## config.mk

```make
export PLATFORM = sky130hd
export DESIGN_NAME = inst_mem_loader
export DESIGN_NICKNAME = d
export VERILOG_FILES = /design/src/rtl/inst_mem_pkg.sv /design/src/rtl/inst_mem_array.sv /design/src/rtl/inst_mem_loader.sv
export SDC_FILE = /design/constraint.sdc
export NUM_CORES = 1
export LEC_CHECK = 0
export BUFFER_PORTS_ARGS = -buffer_cell sky130_fd_sc_hd__buf_2
export CAP_MARGIN = 20
export CORE_ASPECT_RATIO = 0.75
export CORE_UTILIZATION = 45
export CTS_BUF_LIST = sky130_fd_sc_hd__clkbuf_4
export DETAILED_ROUTE_END_ITERATION = 16
export PLACE_DENSITY = 0.67
export RECOVER_POWER = 50
export SYNTH_ARGS = -nofsm -noshare
export SYNTH_HDL_FRONTEND = slang
export SYNTH_SLANG_ARGS = --single-unit
```

## constraint.sdc

```tcl
create_clock -name clk -period 3.75 [get_ports clk]
set_input_delay 0.375 -clock clk [delete_from_list [all_inputs] [get_ports clk]]
set_output_delay 0.375 -clock clk [all_outputs]
set_load 0.02 [all_outputs]
```

## src/rtl/inst_mem_pkg.sv

```systemverilog
// Shared types and constants for the streamed instruction memory (inst_mem_loader).
// Opcode constants let loaders and benches build realistic program words.
package inst_mem_pkg;

    typedef enum logic [1:0] {
        IDLE = 2'd0,
        LOAD = 2'd1,
        FILL = 2'd2,
        RUN  = 2'd3
    } state_t;

    localparam logic [15:0] NOP_INSTR_DEFAULT = 16'b0000010010100000;

    localparam logic [3:0] OP_ADDI = 4'b1001;
    localparam logic [3:0] OP_ADD  = 4'b0001;
    localparam logic [3:0] OP_LD   = 4'b1010;
    localparam logic [3:0] OP_ST   = 4'b1011;

    // Packs a 16-bit instruction as opcode followed by three 4-bit fields.
    function automatic logic [15:0] encode_instr(input logic [3:0] op,
                                                 input logic [3:0] f2,
                                                 input logic [3:0] f1,
                                                 input logic [3:0] f0);
        return {op, f2, f1, f0};
    endfunction

endpackage

```

## src/rtl/inst_mem_array.sv

```systemverilog
// Single write port, single registered read port storage for the instruction memory.
// The read register holds its value whenever no read is requested.
module inst_mem_array #(
    parameter int WIDTH = 16,
    parameter int DEPTH = 64,
    parameter int PTR_W = 6
) (
    input  logic             clk,
    input  logic             we,
    input  logic [PTR_W-1:0] waddr,
    input  logic [WIDTH-1:0] wdata,
    input  logic             re,
    input  logic [PTR_W-1:0] raddr,
    output logic [WIDTH-1:0] rdata
);

    logic [WIDTH-1:0] mem [DEPTH];

    always_ff @(posedge clk) begin
        if (we) begin
            mem[waddr] <= wdata;
        end
    end

    always_ff @(posedge clk) begin
        if (re) begin
            rdata <= mem[raddr];
        end
    end

endmodule

```

## src/rtl/inst_mem_loader.sv

```systemverilog
// Streamed-load instruction memory: LOAD over valid/ready, NOP padding in FILL, registered fetch in RUN.
// Optional read parity checking is built when INST_MEM_PARITY_EN is defined.
module inst_mem_loader
    import inst_mem_pkg::*;
#(
    parameter int                DATA_W    = 16,
    parameter int                ADDR_W    = 8,
    parameter int                DEPTH     = 64,
    parameter logic [DATA_W-1:0] NOP_INSTR = DATA_W'(NOP_INSTR_DEFAULT)
) (
    input  logic              clk,
    input  logic              reset,
    input  logic              load_start,
    input  logic              load_valid,
    input  logic              load_last,
    input  logic [DATA_W-1:0] load_data,
    output logic              load_ready,
    output logic              load_done,
    output logic              busy,
    input  logic              fetch_en,
    input  logic [ADDR_W-1:0] adr,
    output logic [DATA_W-1:0] out,
    output logic              out_valid,
    output logic              parity_err
);

    localparam int                PTR_W     = (DEPTH > 1) ? $clog2(DEPTH) : 1;
    localparam logic [PTR_W-1:0]  LAST_PTR  = PTR_W'(DEPTH - 1);
    localparam logic [ADDR_W:0]   DEPTH_LIM = (ADDR_W + 1)'(DEPTH);
`ifdef INST_MEM_PARITY_EN
    localparam int                MEM_W     = DATA_W + 1;
`else
    localparam int                MEM_W     = DATA_W;
`endif

    state_t            state;
    state_t            state_next;
    logic [PTR_W-1:0]  wptr;
    logic              beat;
    logic              at_last;
    logic              load_end;
    logic              done_evt;
    logic              fetch_go;
    logic              in_range;
    logic              mem_we;
    logic [DATA_W-1:0] wr_word;
    logic [MEM_W-1:0]  mem_wdata;
    logic [MEM_W-1:0]  mem_rdata;
    logic              nop_q;

    always_ff @(posedge clk) begin
        if (reset) begin
            state <= IDLE;
        end else begin
            state <= state_next;
        end
    end

    always_comb begin
        state_next = state;
        case (state)
            IDLE: begin
                if (load_start) begin
                    state_next = LOAD;
                end else if (fetch_en) begin
                    state_next = RUN;
                end
            end
            LOAD: begin
                if (load_end) begin
                    state_next = at_last ? IDLE : FILL;
                end
            end
            FILL: begin
                if (at_last) begin
                    state_next = IDLE;
                end
            end
            RUN: begin
                if (load_start) begin
                    state_next = LOAD;
                end
            end
            default: state_next = IDLE;
        endcase
    end

    // A restart in LOAD still writes a beat handshaked in that cycle, but the load does not end on it.
    always_comb begin
        load_ready = (state == LOAD);
        busy       = (state == LOAD) || (state == FILL);
        at_last    = (wptr == LAST_PTR);
        beat       = load_ready && load_valid;
        load_end   = beat && !load_start && (load_last || at_last);
        done_evt   = ((state == LOAD) && load_end && at_last) ||
                     ((state == FILL) && at_last);
        fetch_go   = fetch_en && !load_start && ((state == IDLE) || (state == RUN));
        mem_we     = beat || (state == FILL);
        wr_word    = (state == FILL) ? NOP_INSTR : load_data;
        in_range   = ({1'b0, adr} < DEPTH_LIM);
    end

    always_ff @(posedge clk) begin
        if (reset) begin
            wptr      <= '0;
            out_valid <= 1'b0;
            nop_q     <= 1'b1;
            load_done <= 1'b0;
        end else begin
            load_done <= done_evt;
            out_valid <= fetch_go;
            if (fetch_go) begin
                nop_q <= !in_range;
            end
            if (load_start && (state != FILL)) begin
                wptr <= '0;
            end else if (mem_we) begin
                wptr <= at_last ? '0 : wptr + 1'b1;
            end
        end
    end

`ifdef INST_MEM_PARITY_EN
    logic par_bad;
    logic par_q;

    assign mem_wdata = {^wr_word, wr_word};

    // Even parity over data plus stored bit must be zero; out-of-range reads carry no stored word.
    always_comb begin
        par_bad    = (^mem_rdata) && !nop_q;
        out        = (nop_q || par_bad) ? NOP_INSTR : mem_rdata[DATA_W-1:0];
        parity_err = par_q || (out_valid && par_bad);
    end

    always_ff @(posedge clk) begin
        if (reset) begin
            par_q <= 1'b0;
        end else if (out_valid && par_bad) begin
            par_q <= 1'b1;
        end
    end
`else
    assign mem_wdata = wr_word;

    always_comb begin
        out        = nop_q ? NOP_INSTR : mem_rdata;
        parity_err = 1'b0;
    end
`endif

    inst_mem_array #(
        .WIDTH(MEM_W),
        .DEPTH(DEPTH),
        .PTR_W(PTR_W)
    ) u_array (
        .clk  (clk),
        .we   (mem_we),
        .waddr(wptr),
        .wdata(mem_wdata),
        .re   (fetch_go),
        .raddr(adr[PTR_W-1:0]),
        .rdata(mem_rdata)
    );

endmodule
```

* Word level (Yosys, flattened, before mapping)
Memories as Yosys holds them, arrays and structs flattened. A register that Yosys moved wholly into a read port is not among the register bits.
Cells that the tools add are included.
** Cells by class
- $add $sub $neg :: 1
- Magnitude comparators :: 1
- Equal/unequal tests :: 9
- Muxes and demuxes :: 12
- Reduce and logical (&&, ||, !) cells :: 19
** Operators with widths (count)
- two-way mux 16 bit :: 2
- two-way mux 2 bit :: 6
- logical AND 1 bit :: 9
- less-than comparator 8 x 7 -> 1 bit (second input constant) :: 1
- one-hot mux 2 bit (4 select lines) :: 1
- adder 6 x 1 -> 6 bit (second input constant) :: 1
- == test 6 bit (second input constant) :: 1
- two-way mux 6 bit :: 1
- inequality test 2 bit (second input constant) :: 3
- logical OR 1 bit :: 5
- == test 2 bit (second input constant) :: 2
- AND reduction 4 bit :: 1
- inequality test 3 bit (second input constant) :: 1
- == test 2 x 1 -> 1 bit (second input constant) :: 1
- logical NOT 1 bit :: 2
- logical NOT 2 bit :: 1
- two-way mux 1 bit :: 2
- inequality test 2 x 1 -> 1 bit (second input constant) :: 1
- OR reduction 2 bit :: 1
** Storage, ports and cells
- Flip-flop bits (word level) :: 11
- Bits in writable memories :: 1024
- Bits of input ports :: 30
- Output and inout port bits :: 21
- Memories kept :: 1
** Memory list
- u_array.mem :: words 64, width 16, rd ports 1, clocked after Yosys merged registers in 1, write ports 1, RTL line inst_mem_array.sv:17 : logic [WIDTH-1:0] mem [DEPTH];

* Depth between registers and ports, before layout
- Word-level depth :: 7
- Gate-level depth with buffers :: 9

* Hierarchy
Synthesis repeated with hierarchy kept, for this count alone.
** Unflattened totals
- Cells, all modules :: 1939
- Area total of the unflattened synthesis :: 41065.6 um^2
** By module, submodules not included
- inst_mem_array :: instances 1, cells an instance 1829, area an instance 40202.3 um^2
- inst_mem_loader :: instances 1, cells an instance 110, area an instance 863.3 um^2

* Least setup slack after synthesis
Ideal clock, no wire load.
- Path type :: reg-to-reg
- Start point :: register state[0]
- End point :: memory u_array.mem[0][11], data pin
- Library setup time :: 515 ps
- Arrival :: 2554 ps
- Data required time :: 3235 ps
- Setup slack :: 681 ps
- Cell stages (with the launch flop) :: 6
- Buffers on the path :: 2
- Period minus slack after synthesis :: 3069 ps
- Path through :: dfxtp_1 > inv_1 > ha_1 > buf_2 > clkbuf_1 > nor2b_1
** Between the ends
- Longest elaborated chain between the ends :: 2
** Ends and longest elaborated chain
- start, declared :: RTL line inst_mem_loader.sv:36 : state_t state;
- start signal, assigned :: RTL line inst_mem_loader.sv:55 : state <= state_next;
- == test 2 bit :: RTL line inst_mem_loader.sv:99 : wr_word = (state == FILL) ? NOP_INSTR : load_data;
- two-way mux 16 bit :: RTL line inst_mem_loader.sv:99
- named net mem_wdata[11] :: RTL line inst_mem_loader.sv:47 : logic [MEM_W-1:0] mem_wdata;
- end, declared :: RTL line inst_mem_array.sv:17
The timed path passes the listed nets, and every way through them passes these cells.

==> impl_metrics.prom <==
# TYPE chip_impl_metric gauge
chip_impl_metric{name="fp.dieArea",unit="sq um"} 91300
chip_impl_metric{name="comb_power_share",unit="%"} 8.8
chip_impl_metric{name="final.fill_count",unit=""} 7051
chip_impl_info{name="min-delay-path-class",value="in2reg"} 1
chip_impl_metric{name="relSlewSlack",unit="%"} -47.8
chip_impl_metric{name="initial_utilization",unit="%"} 45.8
chip_impl_metric{name="globalRouteOverflowTotal",unit=""} 0
chip_impl_metric{name="setup_total_negative_slack",unit="ns"} 0
chip_impl_metric{name="place_congestion",unit=""} 0.863
chip_impl_info{name="crit_path_frequent_cell",value="sky130_fd_sc_hd__clkbuf_1"} 1
chip_impl_metric{name="async_reset_ff_share",unit="%"} 0
chip_impl_metric{name="vias_per_cell",unit=""} 5.87
chip_impl_metric{name="avgSynthCellArea",unit="sq um"} 22.1
chip_impl_metric{name="peakVddDrop",unit="V"} 0.000571
chip_impl_metric{name="io_pins",unit=""} 51
chip_impl_metric{name="track_usage",unit="%"} 22.5
chip_impl_metric{name="std_cell_rows",unit=""} 94
chip_impl_metric{name="number_of_levels_the_h_tree_was_split_into",unit=""} 4
chip_impl_metric{name="cts.path.max_buffers",unit=""} 3
chip_impl_metric{name="drt_first_pass_iters",unit=""} 5
chip_impl_info{name="rsz0062_at_grt",value="false"} 1
chip_impl_info{name="top_cells_by_area_in_the_synthesized_netlist",value="sky130_fd_sc_hd__edfxtp_1, sky130_fd_sc_hd__mux4_2, sky130_fd_sc_hd__mux2i_1, sky130_fd_sc_hd__nor2_1, sky130_fd_sc_hd__o22ai_1"} 1
chip_impl_metric{name="drt_iter0_drc",unit=""} 2903
chip_impl_info{name="crit_start_category",value="primary input"} 1
chip_impl_metric{name="share_seq_of_total_power",unit="%"} 55.2
chip_impl_metric{name="synth_fa_ha_area_share",unit="%"} 0.154
chip_impl_metric{name="ys_warn_count",unit=""} 0
chip_impl_metric{name="insertion_delay",unit="ns"} 1.11
chip_impl_metric{name="antenna_found_initial",unit=""} 6
chip_impl_metric{name="final_cell_area",unit="sq um"} 46200
chip_impl_metric{name="synthDominantCellAreaShare",unit="%"} 77.0
chip_impl_metric{name="placed_cell_area",unit="sq um"} 43100
chip_impl_metric{name="via_count",unit=""} 21000
chip_impl_info{name="critPathCaptureType",value="flop"} 1
chip_impl_metric{name="finalCriticalPeriod",unit="ns"} 3.49
chip_impl_metric{name="detailedPlacementHpwl",unit="microns"} 61300
chip_impl_metric{name="fin_hold_ws",unit="ns"} 0.149
chip_impl_metric{name="fin_skew",unit="ns"} 0.0637
chip_impl_info{name="worstPathCellList",value="dlygate4sd3_1 -> clkbuf_1 -> clkbuf_2 -> clkbuf_1 -> mux4_2 -> mux2_2 -> o221ai_1 -> a31oi_1 -> a21o_1"} 1
chip_impl_metric{name="via_count_of_the_first_global_routing_pass",unit=""} 21400
chip_impl_metric{name="placement.io_buffers",unit=""} 49
chip_impl_info{name="worst-setup-path-type",value="in2reg"} 1
chip_impl_info{name="hold_path.startpoint",value="adr[3]"} 1
chip_impl_metric{name="synth.cell_area",unit="sq um"} 40500
chip_impl_metric{name="area.growth.synth_to_final",unit="%"} 13.9
chip_impl_info{name="worstSetupStartpoint",value="adr[1]"} 1
chip_impl_metric{name="post_route_cells_drive_above_1_share",unit="%"} 35.6
chip_impl_metric{name="fin_nets",unit=""} 2233
chip_impl_info{name="status",value="finished with violations"} 1
chip_impl_metric{name="die_width",unit="microns"} 349
chip_impl_metric{name="clock.fmax",unit="GHz"} 0.287
chip_impl_metric{name="yosys.area_share.simple",unit="%"} 2.68
chip_impl_metric{name="synth-edff-count",unit=""} 1040
chip_impl_metric{name="die_height",unit="microns"} 262
chip_impl_metric{name="clock_sink_count",unit=""} 1051
chip_impl_metric{name="p_leak",unit="nW"} 15.1
chip_impl_metric{name="netSwitchingFraction",unit="%"} 24.0
chip_impl_metric{name="synth_mux_area_share",unit="%"} 16.0
chip_impl_metric{name="grt_pass1_wl",unit="microns"} 145000
chip_impl_metric{name="number_of_max_slew_violations_in_the_final_report",unit=""} 726
chip_impl_info{name="combinational_family_with_the_most_area_after_synthesis",value="multiplexers"} 1
chip_impl_metric{name="total_switching_power",unit="W"} 0.00600
chip_impl_info{name="tritoncts_clock_tree",value="built"} 1
chip_impl_metric{name="crit_required",unit="ns"} 4.59
chip_impl_metric{name="timing.max_cap.violations",unit=""} 14
chip_impl_info{name="failed_checks",value="max-capacitance violations, max-slew violations"} 1
chip_impl_metric{name="final_hold_violation_count",unit=""} 0
chip_impl_metric{name="postSynthRegisterBits",unit=""} 1051
chip_impl_metric{name="routed_wire_length_per_instance",unit="microns"} 27.9
chip_impl_metric{name="worstMarginPinSlew",unit="ns"} 2.22
chip_impl_metric{name="routed_wirelength",unit="microns"} 100000
chip_impl_info{name="cpLargestDelayFamily",value="buffers and inverters"} 1
chip_impl_metric{name="synth_compound_gate_area_share",unit="%"} 1.95
chip_impl_metric{name="grt_max_degree",unit=""} 65
chip_impl_info{name="cts.root.buffer_cell",value="sky130_fd_sc_hd__clkbuf_4"} 1
chip_impl_metric{name="final_ant_viol_nets",unit=""} 0
chip_impl_metric{name="synth_cell_types",unit=""} 44
chip_impl_metric{name="p_int",unit="W"} 0.0189
chip_impl_metric{name="post_synth_xor_area_fraction",unit="%"} 0.0648
chip_impl_metric{name="path_buf_inv",unit=""} 4
chip_impl_metric{name="cts.repair_timing.setup_buffer_count",unit=""} 0
chip_impl_metric{name="p_clk_share",unit="%"} 36.0
chip_impl_metric{name="worst_path_largest_cell_delay",unit="ns"} 1.18
chip_impl_metric{name="critical_path_peak_fanout",unit=""} 35
chip_impl_metric{name="synth.yosys.seq_area_share",unit="%"} 77.6
chip_impl_metric{name="setup-violations-final",unit=""} 0
chip_impl_metric{name="arrival",unit="ns"} 4.33
chip_impl_info{name="regToRegStartpoint",value="state[0]$_SDFFE_PP0P_"} 1
chip_impl_info{name="dominantRegCellSynth",value="sky130_fd_sc_hd__edfxtp_1"} 1
chip_impl_metric{name="synthesis.nets",unit=""} 1873
chip_impl_metric{name="synthesis.instances",unit=""} 1838
chip_impl_metric{name="clkSlewWorstSetupHoldPaths",unit="ns"} 0.07
chip_impl_metric{name="core_area",unit="sq um"} 88400
chip_impl_metric{name="pwr_density_cell",unit="nW/um^2"} 540
chip_impl_metric{name="period_share",unit="%"} 93.0
chip_impl_info{name="yosysTopAreaCell",value="sky130_fd_sc_hd__edfxtp_1"} 1
chip_impl_info{name="worst_path_max_delay_cell",value="sky130_fd_sc_hd__clkbuf_2"} 1
chip_impl_metric{name="drc_violations",unit=""} 0
chip_impl_metric{name="tritoncts.num_buffers",unit=""} 230
==> area by class of cell <==
type,count,area (sq um),area share [%]
Sequential cell,1051,31500,68.1
Multi-Input combinational cell,683,8510,18.4
Clock buffer,357,2680,5.80
Timing Repair Buffer,222,1640,3.55
Tap cell,1200,1500,3.25
Clock inverter,58,358,0.775
Inverter,10,37.5,0.0813
Antenna cell,6,15.0,0.0325
==> final timing paths <==
path                                                     to  slack [ns]  cells after the start
worst min-delay path            u_array.rdata[10]$_DFFE_PP_        0.15                      5
worst min register to register         wptr[2]$_SDFFE_PP0P_        0.58                      2
worst max-delay path             u_array.rdata[8]$_DFFE_PP_        0.26                      9
worst max register to register  u_array.mem[3][3]$_DFFE_PP_        0.38                      6
==> registers in the layout, indices dropped and copies added, names as in the netlist <==
signal         cells
u_array.rdata     16
state              2
out_valid          1
load_done          1
wptr               6
u_array.mem     1024
nop_q              1
==> power by group through the flow <==
| stage | logic (W) | registers [W] | clock network (W) |
|---|---|---|---|
| final | 0.00219 | 0.0138 | 0.00897 |
| after global placement | 0.00207 | 0.0140 | 0 |
| after detailed placement | 0.00217 | 0.0140 | 0 |
| after floorplan | 0.00118 | 0.0140 | 0 |
| after global routing | 0.00231 | 0.0138 | 0.00974 |
| after CTS | 0.00221 | 0.0137 | 0.00915 |
==> cells in the mapped netlist, types with 4 or more instances <==
| cell type | count |
|---|---|
| sky130_fd_sc_hd__o22a_1 | 5 |
| sky130_fd_sc_hd__a22oi_1 | 17 |
| sky130_fd_sc_hd__buf_2 | 30 |
| sky130_fd_sc_hd__nor2_1 | 111 |
| sky130_fd_sc_hd__nand3_1 | 11 |
| sky130_fd_sc_hd__o22ai_1 | 45 |
| sky130_fd_sc_hd__mux4_2 | 256 |
| sky130_fd_sc_hd__nor4_1 | 7 |
| sky130_fd_sc_hd__nor2b_1 | 31 |
| sky130_fd_sc_hd__a31o_1 | 5 |
| sky130_fd_sc_hd__or2_2 | 11 |
| sky130_fd_sc_hd__o221ai_1 | 9 |
| sky130_fd_sc_hd__a31oi_1 | 11 |
| sky130_fd_sc_hd__edfxtp_1 | 1040 |
| sky130_fd_sc_hd__or3_1 | 4 |
| sky130_fd_sc_hd__a21oi_1 | 8 |
| sky130_fd_sc_hd__nand2_1 | 36 |
| sky130_fd_sc_hd__dfxtp_1 | 11 |
| sky130_fd_sc_hd__clkbuf_1 | 26 |
| sky130_fd_sc_hd__buf_6 | 8 |
| sky130_fd_sc_hd__buf_4 | 23 |
| sky130_fd_sc_hd__mux2_2 | 14 |
| sky130_fd_sc_hd__nor3_1 | 10 |
| sky130_fd_sc_hd__ha_1 | 5 |
| sky130_fd_sc_hd__mux2i_1 | 56 |
| sky130_fd_sc_hd__inv_1 | 10 |
==> placed cells by master (no fill, tap or decap), types with 11 or more instances in the layout <==
master and count:
sky130_fd_sc_hd__a22oi_1 17, sky130_fd_sc_hd__dfxtp_1 11, sky130_fd_sc_hd__nand3_1 11, sky130_fd_sc_hd__buf_4 109, sky130_fd_sc_hd__clkbuf_2 19, sky130_fd_sc_hd__edfxtp_1 1040, sky130_fd_sc_hd__dlygate4sd3_1 22, sky130_fd_sc_hd__buf_2 44
sky130_fd_sc_hd__nor2b_1 22, sky130_fd_sc_hd__a31oi_1 11, sky130_fd_sc_hd__nor2_1 111, sky130_fd_sc_hd__clkbuf_1 16, sky130_fd_sc_hd__nand2_1 36, sky130_fd_sc_hd__mux2i_1 56, sky130_fd_sc_hd__mux4_2 256, sky130_fd_sc_hd__clkinv_1 43
sky130_fd_sc_hd__mux2_2 14, sky130_fd_sc_hd__o22ai_1 45, sky130_fd_sc_hd__clkbuf_4 357
==> kinds of logic (layout without fill, tap and decap cells) <==
family          Yosys count  after routing
flops                  1051           1051
mux                     326            326
simple gates            234            234
compound gates          114            114
buf+inv                 104            647
fa+ha+maj                 5              5
xor+xnor                  3              3
other cells               1              7
==> tightest hold or removal path, cell delays in order <==
cell and delay (ns):
sky130_fd_sc_hd__buf_2 0.18, sky130_fd_sc_hd__buf_4 0.26, sky130_fd_sc_hd__a31oi_1 0.06, sky130_fd_sc_hd__a31oi_1 0.14, sky130_fd_sc_hd__a21o_1 0.09
==> metal layers <==
metal	part of all wire, %	up-vias	global-route usage, %
li1	-	8594	-
met1	42	11000	34.1
met2	42	1366	31.0
met3	14	121	7.14
met4	1.6	0	6.88
met5	0	-	0
==> repair_timing <==
item,in CTS,in global routing
endpoints found under the hold margin,283,0
hold buffers,22,0
gates resized for setup,0,0
==> through the flow <==
| step | setup WS (ns) | util (%) | cells | total power, W |
|---|---|---|---|---|
| 4_1_cts | 0.537 | 52.4 | 3580 | 0.0251 |
| 5_1_grt | 0.242 | 52.2 | 3587 | 0.0258 |
| 6_report | 0.263 | 52.2 | 3587 | 0.0249 |
| 3_5_place_dp | 0.751 | 48.7 | 3143 | 0.0162 |
| 2_1_floorplan | 0.681 | - | 1838 | 0.0152 |
| 3_3_place_gp | 0.737 | 48.7 | 3143 | 0.0160 |
No activity file was read; power rests on OpenSTA's default activity.
